## src/rtl/systolic_pkg.sv

```systemverilog
// Shared constants, state encoding and operand payload layout for the systolic run controller.
package systolic_pkg;

   localparam int unsigned WIDTH    = 8;
   localparam int unsigned N        = 4;
   localparam int unsigned NUM_ELEM = N * N;
   localparam int unsigned ELEM_W   = $clog2(NUM_ELEM);
   localparam int unsigned BUS_W    = NUM_ELEM * WIDTH;
   localparam int unsigned IN_W     = 6 * WIDTH;

   // Field offsets inside in_data, A_INT in the most significant slot
   localparam int unsigned OFS_A_INT  = 5 * WIDTH;
   localparam int unsigned OFS_A_FRAC = 4 * WIDTH;
   localparam int unsigned OFS_B_INT  = 3 * WIDTH;
   localparam int unsigned OFS_B_FRAC = 2 * WIDTH;
   localparam int unsigned OFS_C_INT  = 1 * WIDTH;
   localparam int unsigned OFS_C_FRAC = 0;

   typedef enum logic [2:0] {
      IDLE  = 3'd0,
      LOAD  = 3'd1,
      CLEAR = 3'd2,
      RUN   = 3'd3,
      DONE  = 3'd4
   } state_e;

   typedef struct packed {
      logic [WIDTH-1:0] a_int;
      logic [WIDTH-1:0] a_frac;
      logic [WIDTH-1:0] b_int;
      logic [WIDTH-1:0] b_frac;
      logic [WIDTH-1:0] c_int;
      logic [WIDTH-1:0] c_frac;
   } operand_t;

endpackage

```

## src/rtl/operand_bank.sv

```systemverilog
// N*N entry register file holding one element of all six operand matrices per entry,
// presented to the arrays as flat row-major buses.
module operand_bank
   import systolic_pkg::*;
(
   input  logic              clk,
   input  logic              _reset,
   input  logic              wr_en,
   input  logic [ELEM_W-1:0] wr_idx,
   input  logic [IN_W-1:0]   wr_data,
   output logic [BUS_W-1:0]  a_int,
   output logic [BUS_W-1:0]  a_frac,
   output logic [BUS_W-1:0]  b_int,
   output logic [BUS_W-1:0]  b_frac,
   output logic [BUS_W-1:0]  c_int,
   output logic [BUS_W-1:0]  c_frac
);

   operand_t mem [NUM_ELEM];
   operand_t wr_elem;

   always_comb begin
      wr_elem        = '0;
      wr_elem.a_int  = wr_data[OFS_A_INT  +: WIDTH];
      wr_elem.a_frac = wr_data[OFS_A_FRAC +: WIDTH];
      wr_elem.b_int  = wr_data[OFS_B_INT  +: WIDTH];
      wr_elem.b_frac = wr_data[OFS_B_FRAC +: WIDTH];
      wr_elem.c_int  = wr_data[OFS_C_INT  +: WIDTH];
      wr_elem.c_frac = wr_data[OFS_C_FRAC +: WIDTH];
   end

   always_ff @(posedge clk) begin
      if (!_reset) begin
         for (int e = 0; e < int'(NUM_ELEM); e++) mem[e] <= '0;
      end else if (wr_en) begin
         mem[wr_idx] <= wr_elem;
      end
   end

   // Flatten entries onto the buses; pure wiring from the flops
   always_comb begin
      a_int  = '0;
      a_frac = '0;
      b_int  = '0;
      b_frac = '0;
      c_int  = '0;
      c_frac = '0;
      for (int e = 0; e < int'(NUM_ELEM); e++) begin
         a_int [e*WIDTH +: WIDTH] = mem[e].a_int;
         a_frac[e*WIDTH +: WIDTH] = mem[e].a_frac;
         b_int [e*WIDTH +: WIDTH] = mem[e].b_int;
         b_frac[e*WIDTH +: WIDTH] = mem[e].b_frac;
         c_int [e*WIDTH +: WIDTH] = mem[e].c_int;
         c_frac[e*WIDTH +: WIDTH] = mem[e].c_frac;
      end
   end

endmodule

```

## src/rtl/systolic_run_ctrl.sv

```systemverilog
// Job sequencer for the three 4x4 systolic arrays: loads operands, clears accumulators,
// waits for all arrays to finish, then hands the result to arrayMean.
module systolic_run_ctrl
   import systolic_pkg::*;
#(
   parameter int unsigned MIN_RUN = 10,
   parameter int unsigned TIMEOUT = 64
) (
   input  logic             clk,
   input  logic             _reset,
   input  logic             start,
   input  logic             in_valid,
   output logic             in_ready,
   input  logic [IN_W-1:0]  in_data,
   output logic [BUS_W-1:0] a_int,
   output logic [BUS_W-1:0] a_frac,
   output logic [BUS_W-1:0] b_int,
   output logic [BUS_W-1:0] b_frac,
   output logic [BUS_W-1:0] c_int,
   output logic [BUS_W-1:0] c_frac,
   output logic             _flush_acc,
   input  logic             done1,
   input  logic             done2,
   input  logic             done3,
   output logic             endofINT_INT_Mat,
   output logic             res_valid,
   input  logic             res_ready,
   output logic             busy,
   output logic             err
);

   localparam int unsigned RUN_W = $clog2(TIMEOUT + 1);

   state_e             state_q;
   state_e             state_n;
   logic [ELEM_W-1:0]  elem_q;
   logic [RUN_W-1:0]   run_q;
   logic               wr_en;
   logic               done_all;
   logic               timeout_hit;

   assign wr_en    = (state_q == LOAD) && in_valid;
   assign done_all = done1 & done2 & done3;

   operand_bank u_bank (
      .clk     (clk),
      ._reset  (_reset),
      .wr_en   (wr_en),
      .wr_idx  (elem_q),
      .wr_data (in_data),
      .a_int   (a_int),
      .a_frac  (a_frac),
      .b_int   (b_int),
      .b_frac  (b_frac),
      .c_int   (c_int),
      .c_frac  (c_frac)
   );

   // Next-state logic; completion takes priority over timeout in the same cycle
   always_comb begin
      state_n     = state_q;
      timeout_hit = 1'b0;
      case (state_q)
         IDLE:  if (start) state_n = LOAD;
         LOAD:  if (in_valid && elem_q == ELEM_W'(NUM_ELEM - 1)) state_n = CLEAR;
         CLEAR: state_n = RUN;
         RUN: begin
            if (done_all && run_q >= RUN_W'(MIN_RUN)) begin
               state_n = DONE;
            end else if (run_q == RUN_W'(TIMEOUT - 1)) begin
               state_n     = IDLE;
               timeout_hit = 1'b1;
            end
         end
         DONE:  if (res_ready) state_n = IDLE;
         default: state_n = IDLE;
      endcase
   end

   // State, counters and registered outputs decoded from the next state
   always_ff @(posedge clk) begin
      if (!_reset) begin
         state_q          <= IDLE;
         elem_q           <= '0;
         run_q            <= '0;
         in_ready         <= 1'b0;
         _flush_acc       <= 1'b1;
         endofINT_INT_Mat <= 1'b0;
         res_valid        <= 1'b0;
         busy             <= 1'b0;
         err              <= 1'b0;
      end else begin
         state_q <= state_n;

         if (state_q == IDLE && start)  elem_q <= '0;
         else if (wr_en)                elem_q <= elem_q + ELEM_W'(1);

         if (state_q == CLEAR)                          run_q <= '0;
         else if (state_q == RUN && run_q != RUN_W'(TIMEOUT)) run_q <= run_q + RUN_W'(1);

         if (state_q == IDLE && start) err <= 1'b0;
         else if (timeout_hit)         err <= 1'b1;

         in_ready         <= (state_n == LOAD);
         _flush_acc       <= (state_n != CLEAR);
         endofINT_INT_Mat <= (state_n == DONE);
         res_valid        <= (state_n == DONE);
         busy             <= (state_n != IDLE);
      end
   end

endmodule

```

## config.mk

```make
export PLATFORM = sky130hd
export DESIGN_NAME = systolic_run_ctrl
export DESIGN_NICKNAME = d
export VERILOG_FILES = /design/src/rtl/systolic_pkg.sv /design/src/rtl/operand_bank.sv /design/src/rtl/systolic_run_ctrl.sv
export SDC_FILE = /design/constraint.sdc
export NUM_CORES = 1
export LEC_CHECK = 0
export ABC_CLOCK_PERIOD_IN_PS = 9300
export CORE_AREA = 2 2 325 327
export DETAILED_ROUTE_END_ITERATION = 8
export DIE_AREA = 0 0 327 329
export MAX_ROUTING_LAYER = met4
export PLACE_DENSITY_LB_ADDON = 0.25
export SYNTH_ARGS = -nofsm -noshare
export SYNTH_HDL_FRONTEND = slang
export SYNTH_HIERARCHICAL = 1
export SYNTH_SLANG_ARGS = --single-unit
```

## constraint.sdc

```tcl
create_clock -name clk -period 9.3 [get_ports clk]
set_input_delay 1.86 -clock clk [delete_from_list [all_inputs] [get_ports clk]]
set_output_delay 1.86 -clock clk [all_outputs]
set_load 0.02 [all_outputs]
```

# Word-level counts from Yosys, hierarchy flattened
# Memory sizes are Yosys's and may differ from the RTL's.
# Index checks and enable logic that the tools add are counted.
# classes
n_addsub	2
mul	0
div	0
n_lt_le_gt_ge	1
eq_ne	10
shifts	0
n_mux	16
bitwise	3
reduce_logical	10
# op_table
operator	n
2-to-1 mux 48 bit	1
OR reduction 48 bit	1
2-to-1 mux 3 bit	5
one-hot mux 3 bit (5 select lines)	1
2-to-1 mux 1 bit	8
adder 7 x 1 -> 7 bit (second input constant)	1
== test 7 x 6 -> 1 bit (second input constant)	1
>= comparator 7 x 4 -> 1 bit (second input constant)	1
!= test 7 bit (second input constant)	1
== test 3 x 1 -> 1 bit (second input constant)	2
== test 3 x 2 -> 1 bit (second input constant)	2
== test 3 bit (second input constant)	2
logical AND 1 bit	5
adder 4 x 1 -> 4 bit (second input constant)	1
== test 4 bit (second input constant)	1
2-to-1 mux 4 bit	1
OR reduction 2 bit	2
logical NOT 3 bit	1
!= test 3 x 2 -> 1 bit (second input constant)	1
nonzero test 3 bit	1
AND 1 bit	2
NOT 1 bit	1
# totals
register_bits	19
latch_bits	0
ram_bits	768
mem_bits_ro	0
inputBits	56
out_inout_bits	774
n_memories	1
# memory_table
memory	words	word_bits	read_ports	rd_clocked_by_memory_dff	wr	line_no	rtl
u_bank.mem	16	48	16	0	16	operand_bank.sv:19	operand_t mem [NUM_ELEM];

# Longest topological paths before layout
# Gate-level depths: netlist of the first run.
# logic_depth
ltp_word	7
ltp_mapped	8
ltp_nobuf	6

# Modules after synthesis
# Netlist of the first run, hierarchy kept.
# modules_own_cells
module	instances	cells_per_inst	area_per_inst_um2	seq_area_each_um2
operand_bank	1	1830	28188.3	23062.1
systolic_run_ctrl	1	103	960.9	380.4

# Worst setup path before layout of the first run
# OpenSTA, ideal clock, no wires.
# synth_path
kind	input to register
startpoint	input in_valid
endpoint	memory u_bank/mem[2][0] (netlist bit), enable pin
t_arrival_ns	6.150
required_time_ns	8.780
setup_slack_ns	2.630
cell_stages	6
path_buffers	3
path_cell_list	nor4bb_1 > buf_2 > nand4bb_1 > clkbuf_1 > buf_2 > o21ai_0
# synth_rtl
element	line_no	rtl
start, declared	systolic_run_ctrl.sv:12	input logic in_valid,
end, declared	operand_bank.sv:19	

==> impl_metrics.yaml, run 1 <==
status:
  status: "complete, no violations"
synthesis:
  synthArstFlopShare_pct: 0
  synth_top_area_share_pct: 79.1
  synth_edf_count: 768
  synthFlopType: "edfxtp_1"
  synth_area_leaders: "edfxtp_1 79%, nor3_1 13%, clkbuf_1 1.8%"
  seq_area_frac_synth_pct: 80.4
  synth_area_per_cell_sq_um: 15.1
  synth.distinct_cells: 43
  ys_warn_count: 6
  yosys-top-cells-count: "772 x nor3_1, 768 x edfxtp_1, 141 x clkbuf_1"
  synth_seq_cells: 787
  syn-instance-count: 1933
  netlist_area_sq_um: 29100
  syn_nets: 1993
  yosysMostFrequentCell: "nor3_1"
  yosys.area.top_type: "edfxtp_1"
critical_path:
  max_stage_delay_ns: 0.75
  path_cells: "clkdlybuf4s50_1 > nor4bb_2 > buf_4 > nand4b_4 > buf_4 > o21ai_4 > buf_4"
  critical_path_arrival_ns: 5.48
  r2r_start: "state_q[0]"
  regToRegSetupSlack_ns: 5.38
  crit_path_frequent_cell: "buf_4"
  slowest_stage: "o21ai_4"
  cp-startpoint: "in_valid"
  reg2reg_depth: 6
  path_class: "in2reg"
  worst_ep_required_time_ns: 9.57
  r2r_end: "u_bank/mem[8][25]"
  path_max_fanout: 37
  crit_end: "u_bank/mem[8][25]"
  start_kind: "input port"
  endpoint_kind: "flip-flop"
timing:
  slew_viol_final: 0
  fin_hold_ws_ns: 0.452
  setup_tns_ns: 0
  skew_ns: 0.0213
  grt_setup_unrepaired: "no"
  fmax_mhz: 192
  max-slew-margin-rel_pct: 14.0
  period_share_pct: 56.1
  finalSetupViolations: 0
  hold_viol_final: 0
  worst_slew_pin_slew_ns: 1.29
  post-route-min-period_ns: 5.22
die:
  rows: 119
  coreArea_sq_um: 104000
  initial_core_util_pct: 27.9
  ioPinCount: 830
  die_w_um: 327
  die_h_um: 329
  die_area_sq_um: 108000
clock_tree:
  path_clk_slew_ns: 0.06
  clock_latency_ns: 0.64
  cts_resized: 0
  clkSinkCount: 787
  cts-htree-levels: 3
  cts_tree: "built"
  clk_path_buf_depth: 3
  post_cts_buffers: 0
  hold_buffers: 0
  cts-root-buf: "clkbuf_16"
  numCtsBuffers: 86
detailed_routing:
  drc_errors: 0
  wl_per_cell_um: 27.8
  first_pass_iters: 5
  ant_nets: 0
  vias_per_cell: 4.91
  drt_iter0_markers: 1583
  dr_total_vias: 20296
  route.final.wire_length_mm: 115
placement:
  numPlacedInstances: 3972
  dp_hpwl_mm: 73.7
  io_buffers: 829
  gp_congestion: 0.803
global_routing:
  grt-ovfl-total: 0
  grt_max_degree: 114
  antenna_found_initial: 4
  grt_pass1_wl_mm: 158
  grt_use_total_pct: 21.3
  grt_pass1_vias: 20763
power_and_ir_drop:
  powerDensity_nw_per_um2: 197
  max-vdd-ir-drop_mv: 0.139
  leakagePower_nw: 13.5
cells_and_area:
  syn2layout_area_growth_pct: 42.5
  fillCellCount: 9753
  seq_area_sq_um: 23400
  fin_util_pct: 39.8
  multiInputGateArea_sq_um: 4790
  post_layout_nonfiller_instances: 4133
  nets: 2729
  drive_gt1_share_pct: 7.26
flow_run:
  maxCapViolCount: 0
worst_hold_path:
  hold_path_class: "reg2reg"
==> logic make-up after synthesis <==
logic type               after synthesis  synth area share (%)
XOR/XNOR                               9                 0.270
adder cells (fa/ha/maj)                4                 0.172
buffers and inverters                280                  4.02
AO/OA/AOI/OAI                         29                 0.721
multiplexers                           2                0.0687
flip-flops                           787                  80.4
AND/OR/NAND/NOR                      822                  14.3
==> layer usage <==
metal	global-route usage, %	part of all wire, %	up-vias	routed length (um)
met5	-	0	-	0
met4	8.38	3.6	0	4160
met3	6.06	9.2	197	10500
met2	33.8	48	1016	54800
met1	25.6	39	10309	45300
li1	-	-	8774	-
==> per-stage QoR <==
stage          worst slack, ns  power, mW  instance area (sq um)
2_1_floorplan             2.63       4.44                  29100
3_3_place_gp              3.47       4.88                  38800
3_5_place_dp              3.40       4.88                  38800
4_1_cts                   4.10       8.25                  41500
5_1_grt                   3.95       8.40                  41500
6_report                  4.08       8.17                  41500
==> sequential cells by signal, indices dropped and copies added, names as in the netlist <==
register	flops
_flush_acc	1
busy	1
elem_q	4
err	1
in_ready	1
res_valid	1
run_q	7
state_q	3
u_bank/mem	768
==> critical path: cells and delay by family <==
kind                   cells  cell delay [ns]
AOI/OAI and AO/OA          1             0.75
buffers and inverters      4             1.84
and+or+nand+nor            2             0.92
==> cell type report <==
class | instances | share of cell area (%)
Multi-Input combinational cell | 866 | 11.5
Inverter | 52 | 0.470
Clock inverter | 45 | 1.01
Sequential cell | 787 | 56.4
Tap cell | 1391 | 4.19
Timing Repair Buffer | 876 | 20.8
Clock buffer | 114 | 5.56
Antenna cell | 2 | 0.0120
==> cell usage in the layout, fill, tap and decap left out, types with 15 or more instances in the layout <==
master,count
clkbuf_16,88
clkinv_1,15
dfxtp_1,19
edfxtp_1,768
inv_1,52
o21ai_4,16
clkbuf_1,25
nor3_1,772
clkdlybuf4s50_1,828
buf_4,47
==> worst min-delay path by stage <==
stage / start / to / depth (start not counted)
after floorplan: err / err / 2
after global placement: err / err / 2
after detailed placement: err / err / 2
after CTS: err / err / 2
after global routing: err / err / 2
final: err / err / 2
==> power breakdown <==
group          total (mW)  internal, mW  switching (mW)  leakage (nW)
sequential           4.05          4.01          0.0449          8.05
clock                3.37          1.94            1.42          1.33
combinational       0.746         0.246           0.500          4.08
No activity file was read; power rests on OpenSTA's default activity.
==> inputs of run 2 (changes only) <==
ABC_CLOCK_PERIOD_IN_PS = 4900   (was 9300)
clock period = 4.9 ns   (was 9.3 ns; I/O delays follow)
==> impl_metrics.yaml, run 2 (same netlist as run 1, synthesis figures left out) <==
power_and_ir_drop:
  p_total_mw: 15.3
  powerDensity_nw_per_um2: 367
  max-vdd-ir-drop_mv: 0.264
  leakagePower_nw: 13.4
critical_path:
  endpoint_kind: "flip-flop"
  critical_path_arrival_ns: 3.65
  critPathTopFamily: "buffers and inverters"
  crit_path_frequent_cell: "buf_4"
  cp-startpoint: "in_valid"
  r2r_start: "state_q[0]"
  path_buf_inv: 4
  start_kind: "input port"
  slowest_stage: "buf_4"
  worst_ep_required_time_ns: 5.25
  path_class: "in2reg"
  path_cells: "clkdlybuf4s50_1 > nor4bb_2 > buf_4 > nand4bb_4 > buf_4 > buf_4 > nor3_1"
  max_stage_delay_ns: 0.68
  path_max_fanout: 75
timing:
  period_share_pct: 67.4
  skew_ns: 0.0146
  hold_viol_final: 0
  slew_viol_final: 0
  grt_setup_unrepaired: "no"
  fmax_mhz: 303
  post-route-min-period_ns: 3.30
  finalSetupViolations: 0
  max-slew-margin-rel_pct: 19.2
  worst_slew_pin_slew_ns: 1.21
detailed_routing:
  first_pass_iters: 5
  ant_nets: 0
  drt_iter0_markers: 1729
  wl_per_cell_um: 27.3
  route.final.wire_length_mm: 113
  drc_errors: 0
  dr_total_vias: 20219
  vias_per_cell: 4.90
die:
  initial_core_util_pct: 27.9
  rows: 119
  die_w_um: 327
  die_area_sq_um: 108000
  coreArea_sq_um: 104000
  ioPinCount: 830
  die_h_um: 329
cells_and_area:
  drive_gt1_share_pct: 7.09
  reg_top3: "u_bank/mem x768, run_q x7, elem_q x4"
  fillCellCount: 9696
  nets: 2727
  syn2layout_area_growth_pct: 42.6
  regMostFlops: "u_bank/mem"
  layout_commonest_cell: "clkdlybuf4s50_1"
  post_layout_nonfiller_instances: 4130
  final_cell_mix: "828 x clkdlybuf4s50_1, 772 x nor3_1, 768 x edfxtp_1"
  largest_reg_flops: 768
global_routing:
  grt_pass1_vias: 20087
  grt_max_degree: 193
  antenna_found_initial: 6
  grt-ovfl-total: 0
  grt_pass1_wl_mm: 156
  grt_use_total_pct: 20.9
clock_tree:
  cts_tree: "built"
  path_clk_slew_ns: 0.06
  clock_latency_ns: 0.65
  clkSinkCount: 787
  cts-root-buf: "clkbuf_16"
  cts_resized: 0
  cts-htree-levels: 3
  clk_path_buf_depth: 3
  numCtsBuffers: 84
  hold_buffers: 0
  post_cts_buffers: 0
worst_hold_path:
  hold_path_class: "reg2reg"
  hold_start: "err"
placement:
  io_buffers: 829
  gp_congestion: 0.811
  dp_hpwl_mm: 73.1
  numPlacedInstances: 3972
status:
  status: "complete, no violations"
flow_run:
  maxCapViolCount: 0
-- run 2: changes by cell type in the layout (fill, tap and decap cells not counted), sizes merged --
cell,change
clkbuf,-3
diode,+2
inv,-1
clkinvlp,+1
bufinv,-2
-- run 2: worst min-delay path, stage by stage (launching register included) --
cell     delay [ns]
dfxtp_1        0.31
inv_1          0.05
a21oi_1        0.05
-- run 2: routing by layer --
metal	part of all wire, %	up-vias	global-route usage, %
met4	2.8	0	6.14
met2	48	1048	33.0
met3	10	151	6.86
met1	39	10233	25.6
li1	-	8787	-
met5	0	-	-
-- run 2: worst paths after layout --
check	slack (ns)	end	cells after the start
max reg2reg	1.93	u_bank/mem[2][29]	6
min reg2reg	0.46	err	2
min	0.46	err	2
max	1.60	u_bank/mem[2][29]	7
-- run 2: area by class of cell --
type | instances | area (sq um) | area share (%)
repair buffers | 876 | 8760 | 21.1
inverters | 52 | 195 | 0.470
flip-flops and latches | 787 | 23400 | 56.4
diodes | 4 | 10.0 | 0.0241
clock inverters | 43 | 363 | 0.873
well taps | 1391 | 1740 | 4.19
clock buffers | 111 | 2270 | 5.45
multi-input cells | 866 | 4790 | 11.5
-- run 2: power by group --
part / switching (mW) / internal (mW)
registers: 0.0841 / 7.61
clock network: 2.64 / 3.53
logic: 0.942 / 0.475
-- run 2: stage by stage --
step | hold WS, ns | worst slack [ns] | instance area, sq um | util (%) | TNS, ns
after floorplan | 0.522 | -0.890 | 29100 | - | -489.00
after global routing | 0.505 | 1.49 | 41600 | 39.8 | 0
after CTS | 0.464 | 1.65 | 41600 | 39.8 | 0
after global placement | 0.453 | 1.01 | 38900 | 37.3 | 0
final | 0.461 | 1.60 | 41600 | 39.8 | 0
after detailed placement | 0.455 | 0.925 | 38900 | 37.3 | 0
==> RTL change 1 (flow settings as in run 1) <==
Set the parameter `MIN_RUN` to 5 (it was 10).
--- a/src/rtl/systolic_run_ctrl.sv
+++ b/src/rtl/systolic_run_ctrl.sv
@@ -4,5 +4,5 @@
    import systolic_pkg::*;
 #(
-   parameter int unsigned MIN_RUN = 10,
+   parameter int unsigned MIN_RUN = 5,
    parameter int unsigned TIMEOUT = 64
 ) (
Function: not settled (the Yosys comparison gave no result); the edit may change what the design does.
==> RTL change 1 against run 1 <==
  * Global-route usage fell by 0.31 points
  * Clock power is essentially flat
  * Via count increased by 0.52%
  * Wire length is 1.2% lower
  * Final cell count hardly changed
  * Sequential cell count stayed put
  * Count of clock-buffer cells in the layout is 10 lower
  * Area after synthesis hardly changed
  * Cell area about the same
  * Combinational power decreased by 1%
  * Worst setup slack gained 290 ps
  * Die area unchanged
  * Total power hardly changed
  * Largest cell class unchanged
==> RTL change 1: results (changes against run 1) <==
metric	value	unit	change
nNetsFinal	2729		unchanged
synthArstFlopShare	0	%	unchanged
met1_usage	25.6	%	about the same
slowest_stage	o21ai_4		
synthTopCellsByArea	edfxtp_1, nor3_1, clkbuf_1		
holdPathStages	2		unchanged
cellLeakagePower	13.5	nW	+0.55%
synthTopCellsByCount	nor3_1, edfxtp_1, clkbuf_1		
synth-edff-count	768		unchanged
p_switching	1.97	mW	+0.38%
dr.pass1.iters	5		unchanged
slowest_delay	1040	ps	+290 ps
gr-usage-all-layers	21.0	%	-0.31 points
antenna_found_initial	8		+4
cts_resized	0		unchanged
tightest_slew	1220	ps	-66.3 ps
r2r_cells	5		-1
ys_seq_area_share	80.4	%	about the same
timing.clock.skew	32.3	ps	+11.1 ps
cts_setup_buffers	0		unchanged
grt_pass1_vias	20600		-0.86%
synth.yosys.warnings	6		unchanged
wirelength	114	mm	-1.2%
status	finished, final reports clean		
cts_buffers	88		+2.3%
ir_worst_vdd	0.000134	V	-3.5%
yosys.cell_types.count	41		-4.7%
use_met2	33.0	%	-0.82 points
r2r_end	u_bank/mem[5][27]$_SDFFCE_PN0P_		
port_buffers	829		unchanged
r2r_setup_slack	5560	ps	+180 ps
vias_per_cell	4.94		+0.61%
gr-usage-met3	6.74	%	+0.67 points
grt_pass1_wl	157	mm	-0.90%
syn_nets	1994		+0.050%
post-dp-hpwl	72.3	mm	-1.9%
crit_fanout	47		+27%
ys.flop_type	edfxtp_1		
drtIter0Drc	1918		+21%
hold_end	err$_SDFFE_PP0P_		
gp_congestion	0.834		+3.8%
holdWs	502	ps	+49.9 ps
worstHoldPathType	reg2reg		
drive_gt1_share	7.38	%	+0.12 points
grt_start_max_net_pins	145		+27%
clock_latency	660	ps	+20 ps
top_regs	u_bank/mem (768), run_q (7), elem_q (4)		
critPathArrivalTime	5190	ps	-290 ps
-- RTL change 1: cell types whose count changed in the layout (fill, tap and decap cells not counted), sizes merged, moves of 2 or more --
cell	delta
nor3b	+2
inv	-2
clkbuf	-10
nand3b	-2
o22ai	+2
nor2	+2
clkinv	+13
buf	-3
nor3	-2
-- RTL change 1: power by group through the flow --
stage,logic (mW),registers [mW],clock network [mW]
2_1_floorplan,0.138,4.30,0
3_3_place_gp,0.738,4.12,0
3_5_place_dp,0.743,4.12,0
4_1_cts,0.744,4.05,3.46
5_1_grt,0.760,4.06,3.59
6_report,0.735,4.05,3.38
-- RTL change 1: worst max-delay path by stage --
| stage | startpoint | end | slack, ps | cells after the start |
|---|---|---|---|---|
| 4_1_cts | in_valid | u_bank/mem[5][29]$_SDFFCE_PN0P_ | 4320 | 6 |
| 6_report | in_valid | u_bank/mem[5][27]$_SDFFCE_PN0P_ | 4380 | 6 |
| 2_1_floorplan | in_valid | u_bank/mem[2][0]$_SDFFCE_PN0P_ | 2630 | 6 |
| 3_3_place_gp | in_valid | u_bank/mem[5][20]$_SDFFCE_PN0P_ | 3700 | 6 |
| 5_1_grt | in_valid | u_bank/mem[5][29]$_SDFFCE_PN0P_ | 4130 | 6 |
| 3_5_place_dp | in_valid | u_bank/mem[5][25]$_SDFFCE_PN0P_ | 3620 | 6 |
-- RTL change 1: worst reg2reg max path, stage by stage (launching register included) --
cell	delay (ps)
dfxtp_1	530
nor4bb_2	260
buf_4	250
nand4b_4	690
o21ai_4	1040
buf_4	530
-- RTL change 1: cells by family (layout without fill, tap and decap cells) --
logic type      Yosys count  in the layout  synth area share, %
compound gates           32             32                0.768
xor+xnor                  9              9                0.270
other cells               0              1                    0
flops                   787            787                 80.4
buf+inv                 281           1084                 4.03
fa+ha+maj                 4              4                0.172
simple gates            819            819                 14.3
mux                       2              2               0.0687
-- RTL change 1: cell type report --
cell class	count	area, um2
timing repair buffer	873	8640
antenna	1	2.50
sequential	787	23400
clock buffer	104	2280
fill	9739	62800
inverter	53	199
multi-input combinational	866	4790
tap	1391	1740
clock inverter	54	482
-- RTL change 1: through the flow --
step	power, mW	instances	area [um2]	util, %	setup WS (ps)
floorplan	4.44	1934	29200	-	2630
global placement	4.86	3970	38800	37.2	3700
detailed placement	4.87	3970	38800	37.2	3620
CTS	8.25	4128	41600	39.8	4320
global route	8.41	4128	41600	39.8	4130
finish	8.17	4129	41600	39.8	4380
-- RTL change 1: metal layers --
| layer | wire, um | up-vias |
|---|---|---|
| met4 | 3450 | 0 |
| met3 | 12400 | 190 |
| li1 | - | 8764 |
| met5 | 0 | - |
| met2 | 53500 | 1129 |
| met1 | 44100 | 10300 |
==> RTL change 2 (config.mk and constraints of run 1) <==
Made on the original files. Put one more register stage on the output `err`, with the module's reset. The value now appears one clock later. The other outputs are not delayed to match.
--- a/src/rtl/systolic_run_ctrl.sv
+++ b/src/rtl/systolic_run_ctrl.sv
@@ -31,4 +31,6 @@
 
    localparam int unsigned RUN_W = $clog2(TIMEOUT + 1);
+
+   logic err_s0;
 
    state_e             state_q;
@@ -89,5 +91,5 @@
          res_valid        <= 1'b0;
          busy             <= 1'b0;
-         err              <= 1'b0;
+         err_s0           <= 1'b0;
       end else begin
          state_q <= state_n;
@@ -99,6 +101,6 @@
          else if (state_q == RUN && run_q != RUN_W'(TIMEOUT)) run_q <= run_q + RUN_W'(1);
 
-         if (state_q == IDLE && start) err <= 1'b0;
-         else if (timeout_hit)         err <= 1'b1;
+         if (state_q == IDLE && start) err_s0 <= 1'b0;
+         else if (timeout_hit)         err_s0 <= 1'b1;
 
          in_ready         <= (state_n == LOAD);
@@ -110,4 +112,12 @@
    end
 
+   always_ff @(posedge clk) begin
+      if (!_reset) begin
+         err <= '0;
+      end else begin
+         err <= err_s0;
+      end
+   end
+
 endmodule
 
Check against the original RTL: not settled (the Yosys comparison gave no result); the edit may change what the design does.
==> RTL change 2 against run 1 <==
  * Total power rose by 2.1%
  * Highest routed layer unchanged
  * Worst setup slack improved by 140 ps
  * Area after synthesis fell by 0.13%
  * Sequential share of layout area fell by 0.15 points
  * Sequential cell count rose by 1
  * Clock skew fell by 4.3 ps
  * Largest cell class unchanged
  * Wire length rose by 4.1%
  * Utilization rose by 0.14 points
  * Combinational power rose by 0.8%
  * Critical endpoint is now u_bank/mem[10][14]$_SDFFCE_PN0P_
  * Critical path depth fell by 1
  * Final cell count rose by 0.22%
  * Global-route usage rose by 0.89 points
  * Cell area rose by 0.36%
==> RTL change 2: results (changes against run 1) <==
metric	value	unit	change
cts_buffers	89		+3.5%
status	finished, final reports clean		
rr_startpoint	state_q[1]$_SDFF_PN0_		
hp-start	err_s0$_SDFFE_PP0P_		
slowest_stage	nand4b_4		
r2r_end	u_bank/mem[10][14]$_SDFFCE_PN0P_		
ys_seq_area_share	80.6	%	+0.17 points
hold_end	err_s0$_SDFFE_PP0P_		
timing.clock.skew	17.0	ps	-4.30 ps
insertedDiodeCount	0		-2
tightest_slew	1330	ps	+42.6 ps
grt_pass1_wl	163	mm	+3.0%
p_seq_share	48.7	%	-0.9 points
pg_comb	0.752	mW	+0.8%
antenna_found_initial	0		-4
post-dp-hpwl	79.9	mm	+8.3%
drtIter0Drc	1878		+19%
placed_area	38800	um2	about the same
ir_worst_vdd	0.000133	V	-4.1%
synth_area_per_cell	15.1	um2	-0.13%
pre_cts_ws	3560	ps	+161 ps
gr-usage-all-layers	22.2	%	+0.89 points
crit_fanout	72		+95%
cellLeakagePower	13.6	nW	+0.72%
gp_congestion	0.806		+0.41%
instances_no_fill	4142		+0.22%
## RTL change 2: metal layers
| layer | GRT usage (%) | up-vias | wire length, um |
|---|---|---|---|
| li1 | - | 8800 | - |
| met2 | 36.3 | 1024 | 58800 |
| met3 | 7.34 | 199 | 11800 |
| met5 | - | - | 0 |
| met1 | 25.4 | 10400 | 44800 |
| met4 | 7.93 | 0 | 4120 |
## RTL change 2: cells by family after synthesis
family / after synthesis / share of synthesized area [%]
compound gates: 33 / 0.670
xor+xnor: 8 / 0.241
fa+ha+maj: 4 / 0.172
buf+inv: 277 / 3.95
flops: 788 / 80.6
mux: 2 / 0.0731
simple gates: 821 / 14.3
## RTL change 2: tightest hold or removal path: cells and delay by family (launching register included)
kind               cells  cell delay, ps
and+or+nand+nor        1              70
DFF                    1             330
AOI/OAI and AO/OA      1              40
## RTL change 2: cell type report
cell class	count	area, um2	area share (%)
repair buffers	878	8660	20.8
flip-flops and latches	788	23500	56.3
clock inverters	60	558	1.34
well taps	1391	1740	4.17
multi-input cells	868	4750	11.4
clock buffers	105	2330	5.59
inverters	52	195	0.468
## RTL change 2: worst max-delay path by stage
stage | startpoint | to | slack (ps) | cells after the start
final | in_valid | u_bank/mem[10][14]$_SDFFCE_PN0P_ | 4220 | 6
after global routing | in_valid | u_bank/mem[10][21]$_SDFFCE_PN0P_ | 4040 | 6
after CTS | in_valid | u_bank/mem[10][8]$_SDFFCE_PN0P_ | 4310 | 6
after detailed placement | in_valid | u_bank/mem[10][10]$_SDFFCE_PN0P_ | 3560 | 6
after global placement | in_valid | u_bank/mem[10][10]$_SDFFCE_PN0P_ | 3750 | 6
after floorplan | in_valid | u_bank/mem[1][0]$_SDFFCE_PN0P_ | 2620 | 6
